$ cat src/rtl/apb_arb_pkg.sv
`default_nettype none
// ============================================================================
//  Module      : apb_arb_pkg
//  Description : Shared state encoding and bus widths for the APB arbiter.
//  Revision    : 1.0 - initial release
// ============================================================================
package apb_arb_pkg;

    localparam int ADDR_W = 33;
    localparam int DATA_W = 32;
    localparam int STRB_W = 4;

    typedef enum logic [1:0] {
        IDLE = 2'b00,
        BUSY = 2'b01,
        DONE = 2'b10
    } arb_state_e;

endpackage : apb_arb_pkg
`default_nettype wire

$ cat src/rtl/apb_req_arbiter_rr_pick.sv
`default_nettype none
// ============================================================================
//  Module      : rr_pick
//  Description : Combinational round-robin winner search starting at ptr_i.
//  Revision    : 1.0 - initial release
// ============================================================================
module rr_pick #(
    parameter int NREQ  = 3,
    parameter int IDX_W = 2
) (
    input  logic [NREQ-1:0]  req_i,
    input  logic [IDX_W-1:0] ptr_i,
    output logic [NREQ-1:0]  onehot_o,
    output logic [IDX_W-1:0] idx_o
);

    always_comb begin
        logic             found;
        int               j;
        logic [IDX_W-1:0] jj;
        onehot_o = '0;
        idx_o    = '0;
        found    = 1'b0;
        j        = 0;
        jj       = '0;
        for (int k = 0; k < NREQ; k++) begin
            j  = (int'(ptr_i) + k) % NREQ;
            jj = IDX_W'(j);
            if (!found && req_i[jj]) begin
                found        = 1'b1;
                onehot_o[jj] = 1'b1;
                idx_o        = jj;
            end
        end
    end

endmodule : rr_pick
`default_nettype wire

$ cat src/rtl/apb_req_arbiter.sv
`default_nettype none
// ============================================================================
//  Module      : apb_req_arbiter
//  Description : Round-robin sharing of one APB master between NREQ requesters,
//                with a BUSY watchdog that aborts transfers that never finish.
//  Revision    : 1.0 - initial release
// ============================================================================
module apb_req_arbiter
    import apb_arb_pkg::*;
#(
    parameter int NREQ    = 3,
    parameter int TIMEOUT = 255,
    parameter int CNT_W   = 16
) (
    input  logic                     PCLK,
    input  logic                     PRESET,
    input  logic [NREQ-1:0]          req,
    input  logic [NREQ-1:0]          req_write,
    input  logic [ADDR_W*NREQ-1:0]   req_addr,
    input  logic [DATA_W*NREQ-1:0]   req_wdata,
    input  logic [STRB_W*NREQ-1:0]   req_strb,
    output logic [NREQ-1:0]          gnt,
    output logic [NREQ-1:0]          done,
    output logic [DATA_W-1:0]        rdata,
    output logic                     err,
    output logic                     timeout,
    output logic                     m_transfer,
    output logic                     m_read_write,
    output logic [ADDR_W-1:0]        m_w_paddr,
    output logic [ADDR_W-1:0]        m_r_paddr,
    output logic [DATA_W-1:0]        m_w_data,
    output logic [STRB_W-1:0]        m_strb,
    input  logic                     m_penable,
    input  logic                     m_pready,
    input  logic                     m_pslverr,
    input  logic [ADDR_W-1:0]        m_rdata
);

    localparam int IDX_W = (NREQ > 1) ? $clog2(NREQ) : 1;

    arb_state_e          state_q, state_d;
    logic [NREQ-1:0]     gnt_q, gnt_d;
    logic [NREQ-1:0]     done_q, done_d;
    logic [DATA_W-1:0]   rdata_q, rdata_d;
    logic                err_q, err_d;
    logic                timeout_q, timeout_d;
    logic                m_transfer_q, m_transfer_d;
    logic                m_read_write_q, m_read_write_d;
    logic [ADDR_W-1:0]   m_w_paddr_q, m_w_paddr_d;
    logic [ADDR_W-1:0]   m_r_paddr_q, m_r_paddr_d;
    logic [DATA_W-1:0]   m_w_data_q, m_w_data_d;
    logic [STRB_W-1:0]   m_strb_q, m_strb_d;
    logic [IDX_W-1:0]    rr_ptr_q, rr_ptr_d;
    logic [IDX_W-1:0]    win_idx_q, win_idx_d;
    logic [CNT_W-1:0]    wdog_q, wdog_d;

    logic [NREQ-1:0]     pick_oh;
    logic [IDX_W-1:0]    pick_idx;
    logic [ADDR_W-1:0]   addr_arr  [NREQ];
    logic [DATA_W-1:0]   wdata_arr [NREQ];
    logic [STRB_W-1:0]   strb_arr  [NREQ];
    logic                pick_write;
    logic                unused_rdata_msb;

    assign unused_rdata_msb = m_rdata[ADDR_W-1];

    for (genvar g = 0; g < NREQ; g++) begin : g_unpack
        assign addr_arr[g]  = req_addr[ADDR_W*g +: ADDR_W];
        assign wdata_arr[g] = req_wdata[DATA_W*g +: DATA_W];
        assign strb_arr[g]  = req_strb[STRB_W*g +: STRB_W];
    end

    assign pick_write = req_write[pick_idx];

    rr_pick #(
        .NREQ  (NREQ),
        .IDX_W (IDX_W)
    ) u_rr_pick (
        .req_i    (req),
        .ptr_i    (rr_ptr_q),
        .onehot_o (pick_oh),
        .idx_o    (pick_idx)
    );

    always_ff @(posedge PCLK) begin
        if (PRESET) begin
            state_q        <= IDLE;
            gnt_q          <= '0;
            done_q         <= '0;
            rdata_q        <= '0;
            err_q          <= 1'b0;
            timeout_q      <= 1'b0;
            m_transfer_q   <= 1'b0;
            m_read_write_q <= 1'b0;
            m_w_paddr_q    <= '0;
            m_r_paddr_q    <= '0;
            m_w_data_q     <= '0;
            m_strb_q       <= '0;
            rr_ptr_q       <= '0;
            win_idx_q      <= '0;
            wdog_q         <= '0;
        end else begin
            state_q        <= state_d;
            gnt_q          <= gnt_d;
            done_q         <= done_d;
            rdata_q        <= rdata_d;
            err_q          <= err_d;
            timeout_q      <= timeout_d;
            m_transfer_q   <= m_transfer_d;
            m_read_write_q <= m_read_write_d;
            m_w_paddr_q    <= m_w_paddr_d;
            m_r_paddr_q    <= m_r_paddr_d;
            m_w_data_q     <= m_w_data_d;
            m_strb_q       <= m_strb_d;
            rr_ptr_q       <= rr_ptr_d;
            win_idx_q      <= win_idx_d;
            wdog_q         <= wdog_d;
        end
    end

    always_comb begin
        state_d        = state_q;
        gnt_d          = gnt_q;
        done_d         = done_q;
        rdata_d        = rdata_q;
        err_d          = err_q;
        timeout_d      = timeout_q;
        m_transfer_d   = m_transfer_q;
        m_read_write_d = m_read_write_q;
        m_w_paddr_d    = m_w_paddr_q;
        m_r_paddr_d    = m_r_paddr_q;
        m_w_data_d     = m_w_data_q;
        m_strb_d       = m_strb_q;
        rr_ptr_d       = rr_ptr_q;
        win_idx_d      = win_idx_q;
        wdog_d         = wdog_q;

        case (state_q)
            IDLE: begin
                if (|req) begin
                    state_d        = BUSY;
                    gnt_d          = pick_oh;
                    win_idx_d      = pick_idx;
                    m_transfer_d   = 1'b1;
                    m_read_write_d = ~pick_write;
                    m_w_paddr_d    = pick_write ? addr_arr[pick_idx] : '0;
                    m_r_paddr_d    = pick_write ? '0 : addr_arr[pick_idx];
                    m_w_data_d     = wdata_arr[pick_idx];
                    m_strb_d       = strb_arr[pick_idx];
                    wdog_d         = '0;
                end
            end
            BUSY: begin
                wdog_d = wdog_q + 1'b1;
                // Completion outranks both the error abort and watchdog expiry.
                if (m_penable && m_pready) begin
                    state_d      = DONE;
                    done_d       = gnt_q;
                    err_d        = m_pslverr;
                    m_transfer_d = 1'b0;
                    if (m_read_write_q) begin
                        rdata_d = m_rdata[DATA_W-1:0];
                    end
                end else if (m_pslverr) begin
                    state_d      = DONE;
                    done_d       = gnt_q;
                    err_d        = 1'b1;
                    m_transfer_d = 1'b0;
                end else if (wdog_q == CNT_W'(TIMEOUT - 1)) begin
                    state_d      = DONE;
                    done_d       = gnt_q;
                    err_d        = 1'b1;
                    timeout_d    = 1'b1;
                    m_transfer_d = 1'b0;
                end
            end
            DONE: begin
                state_d   = IDLE;
                gnt_d     = '0;
                done_d    = '0;
                err_d     = 1'b0;
                timeout_d = 1'b0;
                wdog_d    = '0;
                rr_ptr_d  = (win_idx_q == IDX_W'(NREQ - 1)) ? '0 : win_idx_q + 1'b1;
            end
            default: begin
                state_d = IDLE;
            end
        endcase
    end

    assign gnt          = gnt_q;
    assign done         = done_q;
    assign rdata        = rdata_q;
    assign err          = err_q;
    assign timeout      = timeout_q;
    assign m_transfer   = m_transfer_q;
    assign m_read_write = m_read_write_q;
    assign m_w_paddr    = m_w_paddr_q;
    assign m_r_paddr    = m_r_paddr_q;
    assign m_w_data     = m_w_data_q;
    assign m_strb       = m_strb_q;

endmodule : apb_req_arbiter
`default_nettype wire
$ cat config.mk
export PLATFORM = sky130hd
export DESIGN_NAME = apb_req_arbiter
export DESIGN_NICKNAME = d
export VERILOG_FILES = /design/src/rtl/apb_arb_pkg.sv /design/src/rtl/apb_req_arbiter_rr_pick.sv /design/src/rtl/apb_req_arbiter.sv
export SDC_FILE = /design/constraint.sdc
export NUM_CORES = 1
export LEC_CHECK = 0
export ABC_AREA = 0
export BUFFER_PORTS_ARGS = -buffer_cell sky130_fd_sc_hd__buf_2
export CORE_AREA = 2 2 152 154
export CTS_BUF_LIST = sky130_fd_sc_hd__clkbuf_2
export CTS_CLUSTER_DIAMETER = 150
export CTS_CLUSTER_SIZE = 40
export DETAILED_ROUTE_END_ITERATION = 12
export DIE_AREA = 0 0 154 156
export HOLD_SLACK_MARGIN = 0.08
export PLACE_DENSITY = 0.67
export SYNTH_ARGS = -nofsm -noshare
export SYNTH_HDL_FRONTEND = slang
export SYNTH_SLANG_ARGS = --single-unit
$ cat constraint.sdc
create_clock -name PCLK -period 2.25 [get_ports PCLK]
set_input_delay 0.45 -clock PCLK [delete_from_list [all_inputs] [get_ports PCLK]]
set_output_delay 0.45 -clock PCLK [all_outputs]
set_load 0.005 [all_outputs]
Yosys cells after proc, flatten, opt, wreduce, memory -nomap -nowiden

Cells that the tools add are included.

Register bits: 166
Output and inout bits: 144
Word-level logic and storage cells: 124

Add/subtract/negate cells: 4
Divide/modulo/power cells: 3
Order comparisons: 8
Equal/unequal tests: 9
Mux-type cells: 59
Bitwise operators: 4
Reduce and logical (&&, ||, !) cells: 22

Operators by type and width:

| operator                                                                      | number |
|---|---|
| 33-bit 2-to-1 mux                                                             | 4 |
| 33-bit binary-select mux with 2-bit select                                    | 1 |
| 32-bit binary-select mux with 2-bit select                                    | 1 |
| 32-bit by 3-bit remainder unit with 32-bit output (second input constant)     | 2 |
| 32-bit 2-to-1 mux                                                             | 2 |
| 16-bit case mux with 3 select lines                                           | 1 |
| 3-bit by 3-bit remainder unit with 32-bit output (second input constant)      | 1 |
| 3-bit 2-to-1 mux                                                              | 7 |
| 1-bit 2-to-1 mux                                                              | 18 |
| 16-bit by 1-bit adder with 16-bit output (second input constant)              | 1 |
| 16-bit by 8-bit == test with 1-bit output (second input constant)             | 1 |
| 16-bit 2-to-1 mux                                                             | 1 |
| 2-bit 2-to-1 mux                                                              | 8 |
| 2-bit by 3-bit less-than comparator with 1-bit output (second input constant) | 4 |
| 3-bit case mux with 2 select lines                                            | 2 |
| 2-bit AND reduction                                                           | 5 |
| 1-bit binary-select mux with 2-bit select                                     | 4 |
| 4-bit binary-select mux with 2-bit select                                     | 1 |
| 4-bit 2-to-1 mux                                                              | 2 |
| 2-bit inequality test (second input constant)                                 | 4 |
| 1-bit demux with 2-bit select                                                 | 3 |
| 2-bit by 1-bit >= comparator with 1-bit output (second input constant)        | 3 |
| 1-bit logical AND                                                             | 6 |
| 3-bit bitwise OR                                                              | 2 |
| 18 further kinds                                                              | 25 |

Logic depth before layout (Yosys ltp)

Depth after elaboration: 15
Depth in mapped cells: 12
Mapped depth without buffers: 8

Cells and area by module

Synthesis repeated with hierarchy kept, for this count alone.

Cell total of the unflattened synthesis: 866
Area total of the unflattened synthesis: 7,514.7 µm²

By module, submodules not included:

| module          | times used | cells an instance | area each (µm²) |
|---|---|---|---|
| apb_req_arbiter | 1          | 828               | 7,248.2 |
| rr_pick         | 1          | 38                | 266.5 |

Worst setup path before layout

No wires, ideal clock.

Path type: register to register
Start: register rr_ptr_q[1]
End: register m_r_paddr_q[31] (netlist: m_r_paddr[31])
Arrival time: 2.342 ns
Required time: 2.133 ns
Path slack: -0.209 ns
Stages on the path, launching flop included: 13
Path buffers: 4
Clock period less this slack: 2.459 ns
Cells stage by stage: dfxtp_1 inv_1 ha_1 buf_6 and2_4 a2111oi_4 a211o_1 buf_4 nand4_2 and3_1 buf_6 buf_6 a22o_1

Cells in the longest elaborated chain, start to end: 15
Elaborated cells on any way between the ends: 27

RTL lines:

| what                                                                                                      | line                          | source |
|---|---|---|
| start, declared                                                                                           | apb_req_arbiter.sv:53         | `logic [IDX_W-1:0] rr_ptr_q, rr_ptr_d;` |
| start signal, assigned                                                                                    | apb_req_arbiter.sv:115        | `rr_ptr_q <= rr_ptr_d;` |
| parallel branches: the longest is 9 deep, another holds 32-bit by 3-bit remainder unit with 32-bit output | --                            |  |
| 2-bit 2-to-1 mux (*)                                                                                      | apb_req_arbiter_rr_pick.sv:29 | `if (!found && req_i[jj]) begin` |
| 2-bit NOT with 3-bit output (not written as such)                                                         | apb_req_arbiter.sv:147        | `m_r_paddr_d = pick_write ? '0 : addr_arr[pick_idx];` |
| 33-bit binary-select mux with 2-bit select                                                                | apb_req_arbiter.sv:147        |  |
| 33-bit 2-to-1 mux (not written as such) (2 in a row)                                                      | apb_req_arbiter.sv:147        |  |
| 33-bit 2-to-1 mux (*)                                                                                     | apb_req_arbiter.sv:147        |  |
| end signal, assigned                                                                                      | apb_req_arbiter.sv:112        | `m_r_paddr_q <= m_r_paddr_d;` |
| end, declared                                                                                             | apb_req_arbiter.sv:50         | `logic [ADDR_W-1:0] m_r_paddr_q, m_r_paddr_d;` |

Mark *: on every way between the ends. The select of a mux whose other input is x is not followed.
A chain may end at the register's enable or synchronous reset.

Final worst setup path

Start: register rr_ptr_q[1]
End: register m_w_data_q[8] (netlist: m_w_data[8])

Cells in the longest elaborated chain, start to end: 14
Elaborated cells on any way between the ends: 24

RTL lines:

| what                                                                                                      | line                          | source |
|---|---|---|
| parallel branches: the longest is 9 deep, another holds 32-bit by 3-bit remainder unit with 32-bit output | --                            |  |
| 2-bit 2-to-1 mux (*)                                                                                      | apb_req_arbiter_rr_pick.sv:29 |  |
| 2-bit NOT with 3-bit output (not written as such) (*)                                                     | apb_req_arbiter.sv:148        | `m_w_data_d = wdata_arr[pick_idx];` |
| 32-bit binary-select mux with 2-bit select (*)                                                            | apb_req_arbiter.sv:148        |  |
| 32-bit 2-to-1 mux (not written as such) (*) (2 in a row)                                                  | apb_req_arbiter.sv:148        |  |
| end signal, assigned                                                                                      | apb_req_arbiter.sv:113        | `m_w_data_q <= m_w_data_d;` |
| end, declared                                                                                             | apb_req_arbiter.sv:51         | `logic [DATA_W-1:0] m_w_data_q, m_w_data_d;` |

Marked as above.

==> results.py <==
metrics = {
    "yosys": {
        "synthCells": 979,
        "synth_top_flop_cell": "dfxtp_1",
        "synth.most_common_cell": "nand2_1",
        "synth_seq_cells": 166,
        "synth_top_area_cell": "dfxtp_1",
        "synth-edff-count": 0,
        "synth_nets": 1240,
        "synthesis.area_sq_um": 7950,
        "ys_top_cells_by_count": "nand2_1, dfxtp_1, o21ai_0, clkbuf_1, a21oi_1",
        "ys_seq_area_frac": 0.418,
        "post_synth_main_area_contributors": "dfxtp_1, nand2_1, o21ai_0",
        "synth_top_area_share": 0.418,
        "synth_warnings": 0,
        "synth_cell_types": 57,
        "async_flop_share": 0,
        "synth_area_per_cell_sq_um": 8.12,
    },
    "drt": {
        "wire_per_inst_microns": 19.6,
        "firstDrtPassIters": 6,
        "wirelength_microns": 37800,
        "drc": 0,
        "dr.first_iter.drc_count": 944,
        "ant_nets": 0,
        "vias": 10616,
        "post_drt_via_cell_ratio": 5.51,
    },
    "sta": {
        "final.period_utilization": 1.12,
        "timing.fmax_mhz": 397,
        "fin_worst_skew_ps": 75.5,
        "hold_viol_final": 0,
        "holdWs_ps": 179,
        "rsz0062_at_grt": "yes",
        "fin_tns_setup_ps": -16190,
        "slew_headroom": 0.626,
        "tightest_slew_ps": 561,
        "post-route-min-period_ps": 2520,
        "layout_setup_ws_ps": -267,
        "slew_viol_final": 0,
        "setup_viol": 103,
    },
    "hold_path": {
        "hold_start": "PRESET",
        "hold_path_class": "in2reg",
        "hold_depth": 4,
        "hold_end": "m_w_data[26]$_SDFFE_PP0P_",
    },
    "die": {
        "fp-row-count": 55,
        "start_util": 0.356,
        "die-area_sq_um": 24000,
        "fp.dieH_microns": 156,
        "io_pins": 395,
        "core-area_sq_um": 22400,
        "die_x_microns": 154,
    },
    "setup_path": {
        "r2r_setup_slack_ps": -270,
        "crit_family": "compound AO/OA/AOI/OAI gates",
        "criticalPathCategory": "reg2reg",
        "cp_num_buf_inv": 3,
        "cp-end-kind": "register",
        "cp-start-kind": "register",
        "cpPeakStageDelay_ps": 440,
        "reg2reg_depth": 10,
        "cp.arrival_ps": 3230,
        "crit_chain": "inv_4 > ha_4 > mux2i_4 > o221ai_4 > a211o_4 > buf_12 > buf_6 > and3_4 > a211oi_4 > o21ai_2",
        "r2r_start": "rr_ptr_q[1]$_SDFFE_PP0P_",
        "crit_slowest_cell": "dfxtp_4",
        "critPathMaxFanout": 11,
        "cp.required_ps": 2960,
        "r2r_end": "m_w_data[8]$_SDFFE_PP0P_",
    },
    "placed_design": {
        "dpl.hpwl_microns": 20800,
        "gp_congestion": 0.855,
        "io_buffer_count": 393,
    },
    "clock_network": {
        "cts_htree_levels": 4,
        "clk_pin_slew_ps": 340,
        "tritoncts": "done",
        "root_buffer": "clkbuf_2",
        "insertion_delay_ps": 780,
        "cts.sinks": 166,
        "cts_buffers": 17,
        "clock_path_buffers": 2,
    },
    "power": {
        "power_uw": 8880,
        "power_leakage_uw": 0.00634,
        "max-vdd-ir-drop_mv": 0.341,
        "power_density_nw_per_um2": 629,
    },
    "run_status": {
        "status": "finished with violations",
        "violations": "negative setup slack",
    },
    "layout": {
        "layout-drive-gt1-share": 0.403,
        "nets": 1885,
        "area_growth_pct": 77.5,
    },
    "job": {
        "max-cap-violations": 0,
    },
    "global_route": {
        "grtUsageTotal": 0.275,
        "grt_pass1_wl_microns": 52500,
        "grt_max_degree": 68,
        "grt_pass1_vias": 10315,
        "antenna_found_initial": 1,
        "grt_overflow": 0,
    },
}
==> kinds of logic after synthesis <==
kind of cell             synth area share
multiplexers                      0.00755
buffers and inverters              0.0677
adder cells (fa/ha/maj)            0.0157
AND/OR/NAND/NOR                     0.214
AO/OA/AOI/OAI                       0.262
flip-flops                          0.418
XOR/XNOR                           0.0154
==> worst register-to-register path, delay by kind of cell, from the launching register on <==
kind                     cells  cell delay [ps]
AO/OA/AOI/OAI                4              950
adder cells (fa/ha/maj)      1              200
buffers and inverters        3              370
flip-flops                   1              440
multiplexers                 1              310
AND/OR/NAND/NOR              1              200
==> placed cells by master (no fill, tap or decap), types with 4 or more instances in the layout <==
| cell | count |
|---|---|
| dfxtp_1 | 163 |
| nand3_1 | 6 |
| o21ai_1 | 66 |
| xor2_1 | 9 |
| o21ai_0 | 43 |
| nand2b_1 | 5 |
| buf_4 | 55 |
| clkinv_8 | 4 |
| a211oi_2 | 34 |
| buf_2 | 393 |
| clkbuf_16 | 4 |
| and3_1 | 23 |
| o221a_4 | 21 |
| nand3b_1 | 5 |
| and3_4 | 16 |
| nand4_1 | 36 |
| clkbuf_2 | 17 |
| nor2_1 | 30 |
| inv_1 | 40 |
| buf_12 | 17 |
| xnor2_1 | 5 |
| mux2i_1 | 4 |
| inv_8 | 5 |
| nand2_1 | 215 |
| ha_1 | 6 |
| o221a_2 | 11 |
| o31ai_2 | 30 |
| a21oi_1 | 47 |
| dlygate4sd3_1 | 234 |
==> state kept, by name, indices dropped and copies added (netlist names) <==
signal and flops:
err 1, timeout 1, m_strb 4, m_w_paddr 33
done 3, rr_ptr_q 2, m_r_paddr 33, m_transfer 1
win_idx_q 2, wdog_q 16, m_w_data 32, rdata 32
state_q 2, gnt 3, m_read_write 1
==> metal layers <==
metal	up-vias	part of all wire	wire length (microns)	GRT usage
met5	-	0	0	0
met4	0	0.069	2610	0.166
met3	232	0.093	3530	0.0725
met2	777	0.48	18200	0.485
met1	4856	0.36	13400	0.295
li1	4751	-	-	-
==> layout make-up <==
cell class                      instances  area, sq um
Timing Repair Buffer                  709         5240
Inverter                               43          164
Antenna cell                            3         7.51
Clock inverter                         15          174
Clock buffer                           17         85.1
Sequential cell                       166         3330
Multi-Input combinational cell        687         4760
Fill cell                            1703         8250
Tap cell                              285          357
==> report_power, final <==
group | total (uW) | leakage (uW) | internal [uW] | switching, uW
Clock | 1700 | 0.000154 | 388 | 1310
Sequential | 3490 | 0.00136 | 3280 | 209
Combinational | 3690 | 0.00483 | 1800 | 1890
==> stage by stage <==
step	utilization	cell area [sq um]	worst slack, ps	cells
detailed placement	0.479	10700	-256	1641
global placement	0.479	10700	-212	1641
floorplan	-	8100	-14.5	979
CTS	0.612	13700	-165	1911
finish	0.631	14100	-267	1925
global route	0.631	14100	-349	1923
==> repair_timing <==
item	CTS	global route
cloned	1	5
pin swaps	33	48
hold buffers	230	4
hold endpoints to repair	130	5
endpoints found under the setup margin	103	111
gates resized for setup	90	73
setup buffers	8	3
==> how the worst max path moves through the flow <==
| stage | startpoint | endpoint | slack [ps] | cells after the start |
|---|---|---|---|---|
| global route | rr_ptr_q[1]$_SDFFE_PP0P_ | m_w_data[5]$_SDFFE_PP0P_ | -350 | 10 |
| CTS | rr_ptr_q[1]$_SDFFE_PP0P_ | m_w_paddr[6]$_SDFFE_PP0P_ | -160 | 10 |
| floorplan | req[0] | m_r_paddr[31]$_SDFFE_PP0P_ | -10 | 10 |
| global placement | req[0] | m_w_data[26]$_SDFFE_PP0P_ | -210 | 10 |
| finish | rr_ptr_q[1]$_SDFFE_PP0P_ | m_w_data[8]$_SDFFE_PP0P_ | -270 | 10 |
| detailed placement | req[0] | m_w_data[18]$_SDFFE_PP0P_ | -260 | 10 |
(Power assumes the default switching activity.)
